<file path="config.mk">
export PLATFORM = sky130hd
export DESIGN_NAME = elevator_request_ctrl
export DESIGN_NICKNAME = d
export VERILOG_FILES = /design/src/rtl/elevator_request_ctrl.sv
export SDC_FILE = /design/constraint.sdc
export NUM_CORES = 1
export LEC_CHECK = 0
export BUFFER_PORTS_ARGS = -buffer_cell sky130_fd_sc_hd__buf_2
export CAP_MARGIN = 5
export CORE_UTILIZATION = 56
export DETAILED_ROUTE_END_ITERATION = 12
export PLACE_DENSITY = 0.83
export SETUP_SLACK_MARGIN = 0.4
export SYNTH_ARGS = -nofsm -noshare
export SYNTH_HDL_FRONTEND = slang
export SYNTH_SLANG_ARGS = --single-unit
</file>
<file path="constraint.sdc">
create_clock -name clk -period 3.25 [get_ports clk]
set_input_delay 0.65 -clock clk [delete_from_list [all_inputs] [get_ports clk]]
set_output_delay 0.65 -clock clk [all_outputs]
set_load 0.01 [all_outputs]
</file>
<file path="src/rtl/elevator_request_ctrl.sv">
// elevator_request_ctrl
//
// Request latch and SCAN dispatcher for a single elevator car.
// It remembers which floors have been called, tracks the car position
// from floor_tick pulses, picks a travel direction while the car is idle,
// tells the elevator FSM when the car has arrived at its target, and
// times the door dwell.
//
// Parameters
//   NUM_FLOORS   number of served floors (2..16)
//   FW           floor index width, ceil(log2(NUM_FLOORS))
//   DOOR_CYCLES  door dwell in clk cycles (>= 2)
//
// Ports
//   clk          rising-edge clock
//   reset        asynchronous, active-high reset
//   req          floor call buttons, bit i requests floor i
//   floor_tick   one-cycle pulse: car reached the next floor in its travel direction
//   door_hold    door-hold button, level-sensitive, restarts the dwell
//   motor_up     feedback: car is driving up
//   motor_down   feedback: car is driving down
//   door_open    feedback: door is open
//   UP           command: start travelling up (idle only)
//   DOWN         command: start travelling down (idle only)
//   EQ           status: moving car is at its target floor
//   T            status: door dwell has expired
//   cur_floor    current floor index
//   pending      latched outstanding requests

module elevator_request_ctrl #(
    parameter int NUM_FLOORS  = 4,
    parameter int FW          = 2,
    parameter int DOOR_CYCLES = 8
) (
    input  logic                  clk,
    input  logic                  reset,
    input  logic [NUM_FLOORS-1:0] req,
    input  logic                  floor_tick,
    input  logic                  door_hold,
    input  logic                  motor_up,
    input  logic                  motor_down,
    input  logic                  door_open,
    output logic                  UP,
    output logic                  DOWN,
    output logic                  EQ,
    output logic                  T,
    output logic [FW-1:0]         cur_floor,
    output logic [NUM_FLOORS-1:0] pending
);

    localparam int               CW        = $clog2(DOOR_CYCLES);
    localparam logic [CW-1:0]    CNT_MAX   = CW'(DOOR_CYCLES - 1);
    localparam logic [FW-1:0]    TOP_FLOOR = FW'(NUM_FLOORS - 1);

    typedef enum logic {
        DIR_UP   = 1'b0,
        DIR_DOWN = 1'b1
    } dir_t;

    dir_t                  dir, dir_next;
    logic [FW-1:0]         target, target_next;
    logic                  target_valid, target_valid_next;
    logic [FW-1:0]         cur_floor_next;
    logic [NUM_FLOORS-1:0] pending_next;
    logic [CW-1:0]         door_cnt, door_cnt_next;

    logic                  idle;
    logic                  moving;
    logic [NUM_FLOORS-1:0] cur_mask;
    logic [NUM_FLOORS-1:0] above;
    logic [NUM_FLOORS-1:0] below;
    logic [FW-1:0]         near_above;
    logic [FW-1:0]         near_below;

    assign idle   = !motor_up && !motor_down && !door_open;
    assign moving = motor_up ^ motor_down;

    // Split the pending set into floors above and below the car and find
    // the closest one on each side. The downward scan leaves the lowest
    // index above the car; the upward scan leaves the highest index below.
    always_comb begin
        cur_mask   = '0;
        above      = '0;
        below      = '0;
        near_above = '0;
        near_below = '0;
        for (int i = 0; i < NUM_FLOORS; i++) begin
            cur_mask[i] = (cur_floor == FW'(i));
            above[i]    = pending[i] && (FW'(i) > cur_floor);
            below[i]    = pending[i] && (FW'(i) < cur_floor);
        end
        for (int i = NUM_FLOORS - 1; i >= 0; i--) begin
            if (above[i]) near_above = FW'(i);
        end
        for (int i = 0; i < NUM_FLOORS; i++) begin
            if (below[i]) near_below = FW'(i);
        end
    end

    // SCAN dispatch: keep going the way we last went while there is work
    // on that side, otherwise turn around. Only issued while idle.
    always_comb begin
        UP   = 1'b0;
        DOWN = 1'b0;
        if (idle) begin
            if (dir == DIR_UP) begin
                if (|above)      UP   = 1'b1;
                else if (|below) DOWN = 1'b1;
            end else begin
                if (|below)      DOWN = 1'b1;
                else if (|above) UP   = 1'b1;
            end
        end
    end

    assign EQ = target_valid && moving && (cur_floor == target);
    assign T  = door_open && !door_hold && (door_cnt == CNT_MAX);

    // Next-state logic. While moving, the target is re-aimed every cycle
    // at the nearest call still ahead so en-route calls are picked up.
    // An open door both drops the target and clears the call for this
    // floor, and that clear beats a same-cycle button press here.
    always_comb begin
        dir_next          = dir;
        target_next       = target;
        target_valid_next = target_valid;
        cur_floor_next    = cur_floor;
        door_cnt_next     = door_cnt;

        if (UP) begin
            dir_next          = DIR_UP;
            target_next       = near_above;
            target_valid_next = 1'b1;
        end else if (DOWN) begin
            dir_next          = DIR_DOWN;
            target_next       = near_below;
            target_valid_next = 1'b1;
        end else if (moving) begin
            if (motor_up && |above)         target_next = near_above;
            else if (motor_down && |below)  target_next = near_below;
        end
        if (door_open) target_valid_next = 1'b0;

        pending_next = pending | (req & ~({NUM_FLOORS{idle || door_open}} & cur_mask));
        if (door_open) pending_next = pending_next & ~cur_mask;

        if (floor_tick && moving) begin
            if (motor_up && (cur_floor != TOP_FLOOR))
                cur_floor_next = cur_floor + FW'(1);
            else if (motor_down && (cur_floor != '0))
                cur_floor_next = cur_floor - FW'(1);
        end

        // The counter sits at zero while the door is shut, so the first
        // open cycle sees zero; it parks at the top value while T is high.
        if (!door_open || door_hold)  door_cnt_next = '0;
        else if (door_cnt != CNT_MAX) door_cnt_next = door_cnt + CW'(1);
    end

    always_ff @(posedge clk or posedge reset) begin
        if (reset) begin
            dir          <= DIR_UP;
            target       <= '0;
            target_valid <= 1'b0;
            cur_floor    <= '0;
            pending      <= '0;
            door_cnt     <= '0;
        end else begin
            dir          <= dir_next;
            target       <= target_next;
            target_valid <= target_valid_next;
            cur_floor    <= cur_floor_next;
            pending      <= pending_next;
            door_cnt     <= door_cnt_next;
        end
    end

endmodule

</file>
==> results of run 1 <==
worst paths after layout:
path                              start      endpoint  cells after the start
setup / recovery           cur_floor[1]            UP                      6
hold / removal                    reset    pending[1]                      2
setup reg to reg           cur_floor[1]     target[1]                      7
hold reg to reg            target_valid  target_valid                      2
max in group asynchronous         reset  cur_floor[0]                      2
min in group clk           target_valid  target_valid                      2
logic make-up after synthesis:
group,synth area share
XOR/XNOR,0.0483
flip-flops,0.359
AND/OR/NAND/NOR,0.163
multiplexers,0.0772
buffers and inverters,0.0538
adder cells (fa/ha/maj),0.124
AO/OA/AOI/OAI,0.175
what timing repair did:
| item | 4_1_cts | 5_1_grt |
|---|---|---|
| resized for setup | 0 | 4 |
| setup buffers | 0 | 2 |
| hold buffers | 0 | 0 |
| endpoints found under the setup margin | 0 | 2 |
area by class of cell:
| class | instances | area share |
|---|---|---|
| multi-input combinational | 69 | 0.505 |
| sequential | 13 | 0.307 |
| timing repair buffer | 22 | 0.108 |
| inverter | 10 | 0.0352 |
| clock buffer | 3 | 0.0211 |
| tap | 16 | 0.0188 |
| clock inverter | 1 | 0.00469 |
layout by cell type, fill, tap and decap left out, types with 4 or more instances in the layout:
master / netlist / routed
buf_2: 0 / 20
dfrtp_1: 13 / 11
inv_1: 10 / 10
nand2_1: 9 / 9
ha_1: 9 / 9
nor2_1: 7 / 7
a21oi_1: 6 / 6
mux2i_1: 4 / 4
layer usage:
layer / track usage / up-vias / wire [um]
li1: - / 370 / -
met1: 0.334 / 369 / 865
met2: 0.406 / 22 / 935
met3: 0.0776 / 4 / 106
met4: 0.0688 / 0 / 29
met5: 0 / - / 0
stage by stage:
step           instances  hold slack [ns]  instance area (um2)
2_1_floorplan         93            0.463                  907
3_3_place_gp         128            0.482                 1020
3_5_place_dp         128            0.516                 1020
4_1_cts              132            0.388                 1040
5_1_grt              134            0.421                 1070
6_report             134            0.375                 1070
power groups by stage:
stage               clock [uW]  sequential (uW)  combinational, uW
floorplan                    0              295                370
global placement             0              288                465
detailed placement           0              297                482
CTS                        104              294                484
global route               111              303                570
finish                     102              294                518
worst max-delay path, cell delays in order (launching register included):
cell,delay (ns)
dfrtp_2,0.47
inv_1,0.14
ha_1,0.21
and3b_1,0.22
a221o_2,0.35
a211oi_2,0.22
buf_2,0.16
flip-flops by register name, indices dropped and copies added (netlist names):
signal        flops
door_cnt          3
pending           4
cur_floor         2
target_valid      1
target            2
dir               1
==> impl_metrics.ini, run 1 <==
[clock_network]
cts_tree = done
root_buffer = clkbuf_4
clock_latency_ns = 0.28
h-tree-depth = 1
cts_buffer_depth = 2
cts.clk_slew.worst_paths_ns = 0.08
cts_buffers = 3
cts_sinks = 13

[min_path]
hold_path.class = primary input to async pin

[floorplanning]
ios = 21
start_util = 0.602
fp.coreArea_um2 = 1510
die_h_um = 42.2
die-width_um = 42.2
die_area_um2 = 1780
fp-row-count = 14

[global_route]
grt_max_degree = 14
grt_pass1_vias = 785
grt_pass1_wl_um = 3420
grt_usage = 0.254
grt_overflow_total = 0
antenna_found_initial = 0

[timing]
tightest_slew_ns = 0.520
period_needed_ns = 2.70
max_freq_mhz = 370
final_hold_viol_count = 0
slew_viol_final = 0
fin_setup_tns_ns = 0
timing.final.crit_share = 0.832
final.setup_skew_ns = 0.000511
rsz0062_at_grt = no
max_slew_margin = 0.653
fin_ws_ns = 0.545
final-setup-viol-count = 0

[setup_path]
path_class = flop to output pin
regToRegSetupSlack_ns = 0.89
cp_max_fo = 8
worstPathArrival_ns = 2.05
worstSetupStartpointType = flop
worstSetupEndpointType = output pin
cp.required_ns = 2.60

[synthesis]
syn_area_per_cell_um2 = 9.75
synthTopCellsByArea = dfrtp_1 (36%), ha_1 (12%), mux2i_1 (4.4%), inv_1 (4.1%), nand2_1 (3.7%)
yosysMostFrequentCell = dfrtp_1
synthDistinctLibCells = 30
yosysWarningCount = 0
synth-seq-cells = 13
synthFlopType = dfrtp_1
netlist_instances = 93
synth_async_sr_flop_share = 1.00
synth_top_cell_by_area = dfrtp_1
synth_edf_count = 0
synth_top_area_frac = 0.359
yosysSeqAreaShare = 0.359
synth_nets = 113
syn_area_um2 = 907
yosys-top-cells-count = dfrtp_1 (13), inv_1 (10), ha_1 (9), nand2_1 (9), nor2_1 (7)

[route]
finalWirelength_um = 1940
detail_route.iter0.violations = 8
antenna_left = 0
wl_per_cell_um = 14.5
via_count = 765
viasPerCell = 5.71
drc = 0
drtPass1Iterations = 4

[layout]
fillerInstances = 118
n_antenna_cell = 0
final-seq-area_um2 = 328
drive_gt1_frac = 0.322
nNetsFinal = 139
multi_input_area_um2 = 539
area_growth_pct = 17.7
final_util = 0.708

[placement]
dp_slack_ns = 0.773
dp_hpwl_um = 1520
place_congestion = 0.829
io_buffers = 20

[pwr]
ir_worst_vdd_mv = 0.612
power.share.clock = 0.111
p_total_uw = 913
p_int_uw = 518
comb_power_share = 0.567
p_sw_uw = 395
switching_share = 0.433
power_leakage_uw = 0.000546
p_seq_frac = 0.322
powerDensity_nw_per_um2 = 855

[run]
cap_violations = 0

[outcome]
status = completed
Note: power is estimated with default switching activity, not from simulation.
==> inputs of run 2 (changes only) <==
--- a/config.mk
+++ b/config.mk
@@ -7,9 +7,9 @@
 export LEC_CHECK = 0
 export BUFFER_PORTS_ARGS = -buffer_cell sky130_fd_sc_hd__buf_2
 export CAP_MARGIN = 5
-export CORE_UTILIZATION = 56
+export CORE_UTILIZATION = 47
 export DETAILED_ROUTE_END_ITERATION = 12
-export PLACE_DENSITY = 0.83
+export PLACE_DENSITY = 0.74
 export SETUP_SLACK_MARGIN = 0.4
 export SYNTH_ARGS = -nofsm -noshare
 export SYNTH_HDL_FRONTEND = slang
==> constraint.sdc (replaced) <==
create_clock -name clk -period 2.33 [get_ports clk]
set_input_delay 0.466 -clock clk [delete_from_list [all_inputs] [get_ports clk]]
set_output_delay 0.466 -clock clk [all_outputs]
set_load 0.01 [all_outputs]
==> run 2 against run 1 <==
  * The run now ends with setup timing left
  * Sequential share of layout area is 3.3 points lower
  * Count of clock-buffer cells in the layout rose by 1
  * Via count rose by 4.1%
  * Critical path depth unchanged
  * Register-to-register slack worse by 0.76 ns
==> impl_metrics.ini, run 2 (synthesized netlist as in run 1, its figures left out) <==
[global_route]
grt_pass1_wl_um = 3280
grt_pass1_vias = 723
grt_max_degree = 14
grt_overflow_total = 0
grt_usage = 0.221
antenna_found_initial = 0

[setup_path]
cp.required_ns = 1.86
worstSetupEndpointType = output pin
worstSetupStartpointType = flop
r2r_start = cur_floor[1]
slowest_delay_ns = 0.47
r2r_cells = 8
path_class = flop to output pin
cp_slowest_cell = dfrtp_2
path_cells = inv_4, ha_4, and3b_2, a221o_2, a211oi_2, buf_2
cp_max_fo = 5
regToRegSetupSlack_ns = 0.13
worstPathArrival_ns = 1.87
r2r_end = target[0]

[clock_network]
cts_buffers = 3
cts_sinks = 13
h-tree-depth = 1
cts_tree = done
clock_latency_ns = 0.28
root_buffer = clkbuf_4
cts.clk_slew.worst_paths_ns = 0.09
cts_buffer_depth = 2

[outcome]
violations = setup timing
status = complete, but fails checks

[timing]
final-setup-viol-count = 1
slew_viol_final = 0
max_freq_mhz = 429
timing.final.crit_share = 1.00
rsz0062_at_grt = yes
max_slew_margin = 0.653
period_needed_ns = 2.33
tightest_slew_ns = 0.520
fin_ws_ns = -0.00101
final_hold_viol_count = 0
final.setup_skew_ns = 0.00725

[route]
viasPerCell = 5.27
drtPass1Iterations = 4
detail_route.iter0.violations = 12
finalWirelength_um = 2100
antenna_left = 0
drc = 0
wl_per_cell_um = 13.9
via_count = 796

[layout]
area_growth_pct = 31.9
stdcell_area_um2 = 1200
reg_top3 = pending: 4 flops, door_cnt: 3 flops
final-seq-area_um2 = 328
fillerInstances = 150
final_common_cell = buf_2
n_antenna_cell = 0
multi_input_area_um2 = 581
nNetsFinal = 147
drive_gt1_frac = 0.421
largest-register = pending
final_util = 0.678
layout_common_cells = buf_2 (20), dfrtp_1 (11), nand2_1 (9), buf_4 (9), inv_1 (8)
largest_reg_flops = 4

[placement]
dpl_cell_area_um2 = 1050
place_congestion = 0.815
io_buffers = 20
dp_hpwl_um = 1480

[floorplanning]
die_area_um2 = 2110
start_util = 0.514
ios = 21
die-width_um = 45.9
fp.coreArea_um2 = 1760
fp-row-count = 15
die_h_um = 45.9

[pwr]
ir_worst_vdd_mv = 0.815
p_total_uw = 1500
power_leakage_uw = 0.000583
powerDensity_nw_per_um2 = 1260

[run]
cap_violations = 0

[min_path]
hold_path.class = primary input to async pin
-- run 2: worst max path at each step --
| stage | end | startpoint | cells after the start |
|---|---|---|---|
| after global placement | target[1] | cur_floor[0] | 7 |
| after global routing | UP | cur_floor[1] | 6 |
| after detailed placement | target[0] | cur_floor[1] | 7 |
| final | UP | cur_floor[1] | 6 |
| after floorplan | target[0] | cur_floor[0] | 8 |
| after CTS | UP | cur_floor[1] | 6 |
-- run 2: timing repair --
| action | 4_1_cts | 5_1_grt |
|---|---|---|
| hold buffers | 0 | 0 |
| setup endpoints to repair | 4 | 4 |
| buffers inserted | 8 | 1 |
| pin swaps | 3 | 0 |
| gates resized for setup | 11 | 0 |
-- run 2: power breakdown --
part | total (uW) | internal [uW] | switching, uW
Sequential | 420 | 305 | 115
Clock | 146 | 66.4 | 79.9
Combinational | 936 | 508 | 427
Total | 1500 | 880 | 622
-- run 2: worst max-delay path: cells and delay by family, from the launching register on --
kind / cells / cell delay (ns)
DFF: 1 / 0.47
adders and majority gates: 1 / 0.13
and+or+nand+nor: 1 / 0.23
buffers and inverters: 2 / 0.26
AOI/OAI and AO/OA: 2 / 0.51
-- run 2: final cells by class --
type                    count  share of cell area
multi-input cells          69               0.485
flip-flops and latches     13               0.274
repair buffers             30               0.157
inverters                  10              0.0356
well taps                  25              0.0262
clock buffers               4              0.0220
-- run 2: metrics by stage --
stage,hold WS [ns],setup TNS [ns],setup WS [ns],std cells
2_1_floorplan,0.343,0,0.255,93
3_3_place_gp,0.484,0,0.197,138
3_5_place_dp,0.507,0,0.153,138
4_1_cts,0.232,0,0.0200,150
5_1_grt,0.256,-0.0715,-0.0449,151
6_report,0.200,-0.00101,-0.00101,151
-- run 2: layer usage --
metal  vias to the layer above  global-route usage  wire length [um]
li1                        389                   -                 -
met4                         0              0.0706                27
met5                         -                   0                 0
met1                       379               0.286               921
met2                        24               0.372              1060
met3                         4              0.0357                92
==> inputs of run 3 (changes only) <==
--- a/config.mk
+++ b/config.mk
@@ -5,8 +5,10 @@
 export SDC_FILE = /design/constraint.sdc
 export NUM_CORES = 1
 export LEC_CHECK = 0
+export ABC_AREA = 1
 export BUFFER_PORTS_ARGS = -buffer_cell sky130_fd_sc_hd__buf_2
 export CAP_MARGIN = 5
+export CORE_MARGIN = 4
 export CORE_UTILIZATION = 47
 export DETAILED_ROUTE_END_ITERATION = 12
 export PLACE_DENSITY = 0.74
==> constraint.sdc (replaced) <==
create_clock -name clk -period 2.33 [get_ports clk]
set_input_delay 0.3495 -clock clk [delete_from_list [all_inputs] [get_ports clk]]
set_output_delay 0.3495 -clock clk [all_outputs]
set_load 0.01 [all_outputs]
==> run 3 against run 2 <==
  * The run now ends clean
  * Sequential power increased by 4%
  * Synthesized cell count increased by 25%
  * Via count increased by 19%
  * Register-to-register slack improved by 0.44 ns
  * Worst hold slack got worse by 0.12 ns
  * Critical endpoint unchanged
==> impl_metrics.ini, run 3 <==
[timing]
tightest_slew_ns = 0.522
fin_ws_ns = 0.339
timing.final.crit_share = 0.854
rsz0062_at_grt = yes
max_slew_margin = 0.651
slew_viol_final = 0
final.setup_skew_ns = 0.000383
final-setup-viol-count = 0
final_hold_viol_count = 0
period_needed_ns = 1.99
max_freq_mhz = 502
fin_setup_tns_ns = 0

[floorplanning]
start_util = 0.513
fp-row-count = 15
ios = 21
die_area_um2 = 2740
die-width_um = 52.3
die_h_um = 52.3
fp.coreArea_um2 = 1800

[run]
cap_violations = 0

[clock_network]
cts_tree = done
cts.clk_slew.worst_paths_ns = 0.09
root_buffer = clkbuf_4
cts_buffers = 3
clock_latency_ns = 0.28
cts_sinks = 13
h-tree-depth = 1
cts_buffer_depth = 2

[layout]
largest-register = pending
n_antenna_cell = 0
final_common_cell = nand2_1
drive_gt1_frac = 0.471
area_growth_pct = 41.2
largest_reg_flops = 4
layout_common_cells = nand2_1 (23), buf_2 (20), buf_4 (15)
reg_top3 = pending: 4 flops, door_cnt: 3 flops
nNetsFinal = 176

[synthesis]
yosysMostFrequentCell = nand2_1
synth_async_sr_flop_share = 1.00
synth_nets = 136
yosys-top-cells-count = nand2_1 (28), inv_1 (15), dfrtp_1 (13)
yosysWarningCount = 0
synth_top_cell_by_area = dfrtp_1
syn_area_per_cell_um2 = 7.96
syn_area_um2 = 923
synth_top_area_frac = 0.352
synth-seq-cells = 13
synthTopCellsByArea = dfrtp_1 (35%), ha_1 (12%), nand2_1 (11%), inv_1 (6.1%), a21oi_1 (6.0%)
synthFlopType = dfrtp_1
synthDistinctLibCells = 20
synth_edf_count = 0
netlist_instances = 116
yosysSeqAreaShare = 0.352

[setup_path]
worstSetupStartpointType = flop
worstSetupEndpointType = output pin
cp.required_ns = 1.98
r2r_cells = 13
r2r_end = target[0]
worstPathArrival_ns = 1.64
r2r_start = cur_floor[1]
path_class = flop to output pin
regToRegSetupSlack_ns = 0.57
cp_max_fo = 5

[pwr]
switching_share = 0.470
p_sw_uw = 797
power_leakage_uw = 0.000684
p_seq_frac = 0.258
p_int_uw = 898
ir_worst_vdd_mv = 0.772
powerDensity_nw_per_um2 = 1300
power.share.clock = 0.087
comb_power_share = 0.654

[route]
via_count = 951
wl_per_cell_um = 14.6
drtPass1Iterations = 4
antenna_left = 0
drc = 0
detail_route.iter0.violations = 23
finalWirelength_um = 2620
viasPerCell = 5.28

[placement]
dp_hpwl_um = 1590
place_congestion = 0.817
dp_slack_ns = 0.445
io_buffers = 20

[global_route]
grt_overflow_total = 0
grt_max_degree = 14
grt_usage = 0.182
antenna_found_initial = 0
grt_pass1_wl_um = 3610
grt_pass1_vias = 825

[outcome]
status = completed

[min_path]
hold_path.class = primary input to async pin
==> run 3: cell count changes after synthesis, sizes merged, moves of 4 or more <==
| cell | change |
|---|---|
| a21oi | +5 |
| inv | +7 |
| mux2i | -4 |
| nand2 | +25 |
| nand3 | +11 |
==> run 3: layer usage <==
metal	GRT usage	up-vias	part of all wire
met3	0.0342	11	0.058
met1	0.217	454	0.40
met4	0.0638	0	0.026
met2	0.322	40	0.52
li1	-	446	-
met5	0	-	0
==> run 3: logic make-up (layout without fill, tap and decap cells) <==
logic type,Yosys count,count (layout),synth area share
AO/OA/AOI/OAI,18,18,0.102
XOR/XNOR,5,5,0.0474
adder cells (fa/ha/maj),9,9,0.122
buffers and inverters,18,57,0.0745
flip-flops,13,13,0.352
AND/OR/NAND/NOR,53,53,0.302
==> run 3: cell type report <==
class	count	area [um2]
Multi-Input combinational cell	85	624
Fill cell	136	498
Sequential cell	13	328
Timing Repair Buffer	36	224
Inverter	17	68.8
Tap cell	25	31.3
Clock buffer	3	22.5
Clock inverter	1	5.00
==> run 3: worst max-delay path by stage <==
stage | start | to | slack, ns
after floorplan | cur_floor[0] | DOWN | 0.63
after global placement | cur_floor[0] | DOWN | 0.48
after detailed placement | cur_floor[0] | DOWN | 0.45
after CTS | cur_floor[0] | DOWN | 0.40
after global routing | cur_floor[0] | UP | 0.28
final | cur_floor[0] | UP | 0.34
==> run 3: power groups by stage <==
| stage | Combinational (uW) | Sequential [uW] | Clock [uW] |
|---|---|---|---|
| final | 1110 | 438 | 148 |
| after global routing | 1200 | 451 | 159 |
| after CTS | 886 | 413 | 148 |
| after detailed placement | 682 | 414 | 0 |
| after global placement | 669 | 407 | 0 |
| after floorplan | 505 | 414 | 0 |
==> run 3: timing repair <==
item                                    in CTS  in global routing
hold buffers                                 0                  0
endpoints found under the hold margin        0                  0
gates resized for setup                     19                 11
endpoints found under the setup margin       2                  2
pin swaps                                    6                  5
buffers inserted                             9                  7
==> run 3: worst max-delay path, cell delays in order (launching register included) <==
cell	delay (ns)
dfrtp_2	0.48
buf_6	0.15
ha_4	0.16
inv_2	0.06
nand3_2	0.06
nand3_2	0.10
nand2_2	0.08
nand3_4	0.09
inv_2	0.04
buf_2	0.13
==> run 3: per-stage QoR <==
stage / hold WS [ns] / cell area, um2 / util / instances / power (uW)
global route: 0.126 / 1300 / 0.724 / 180 / 1810
CTS: 0.0994 / 1200 / 0.668 / 173 / 1450
global placement: 0.407 / 1050 / 0.583 / 160 / 1080
finish: 0.0838 / 1300 / 0.724 / 180 / 1700
floorplan: 0.226 / 923 / - / 116 / 920
detailed placement: 0.410 / 1050 / 0.583 / 160 / 1100
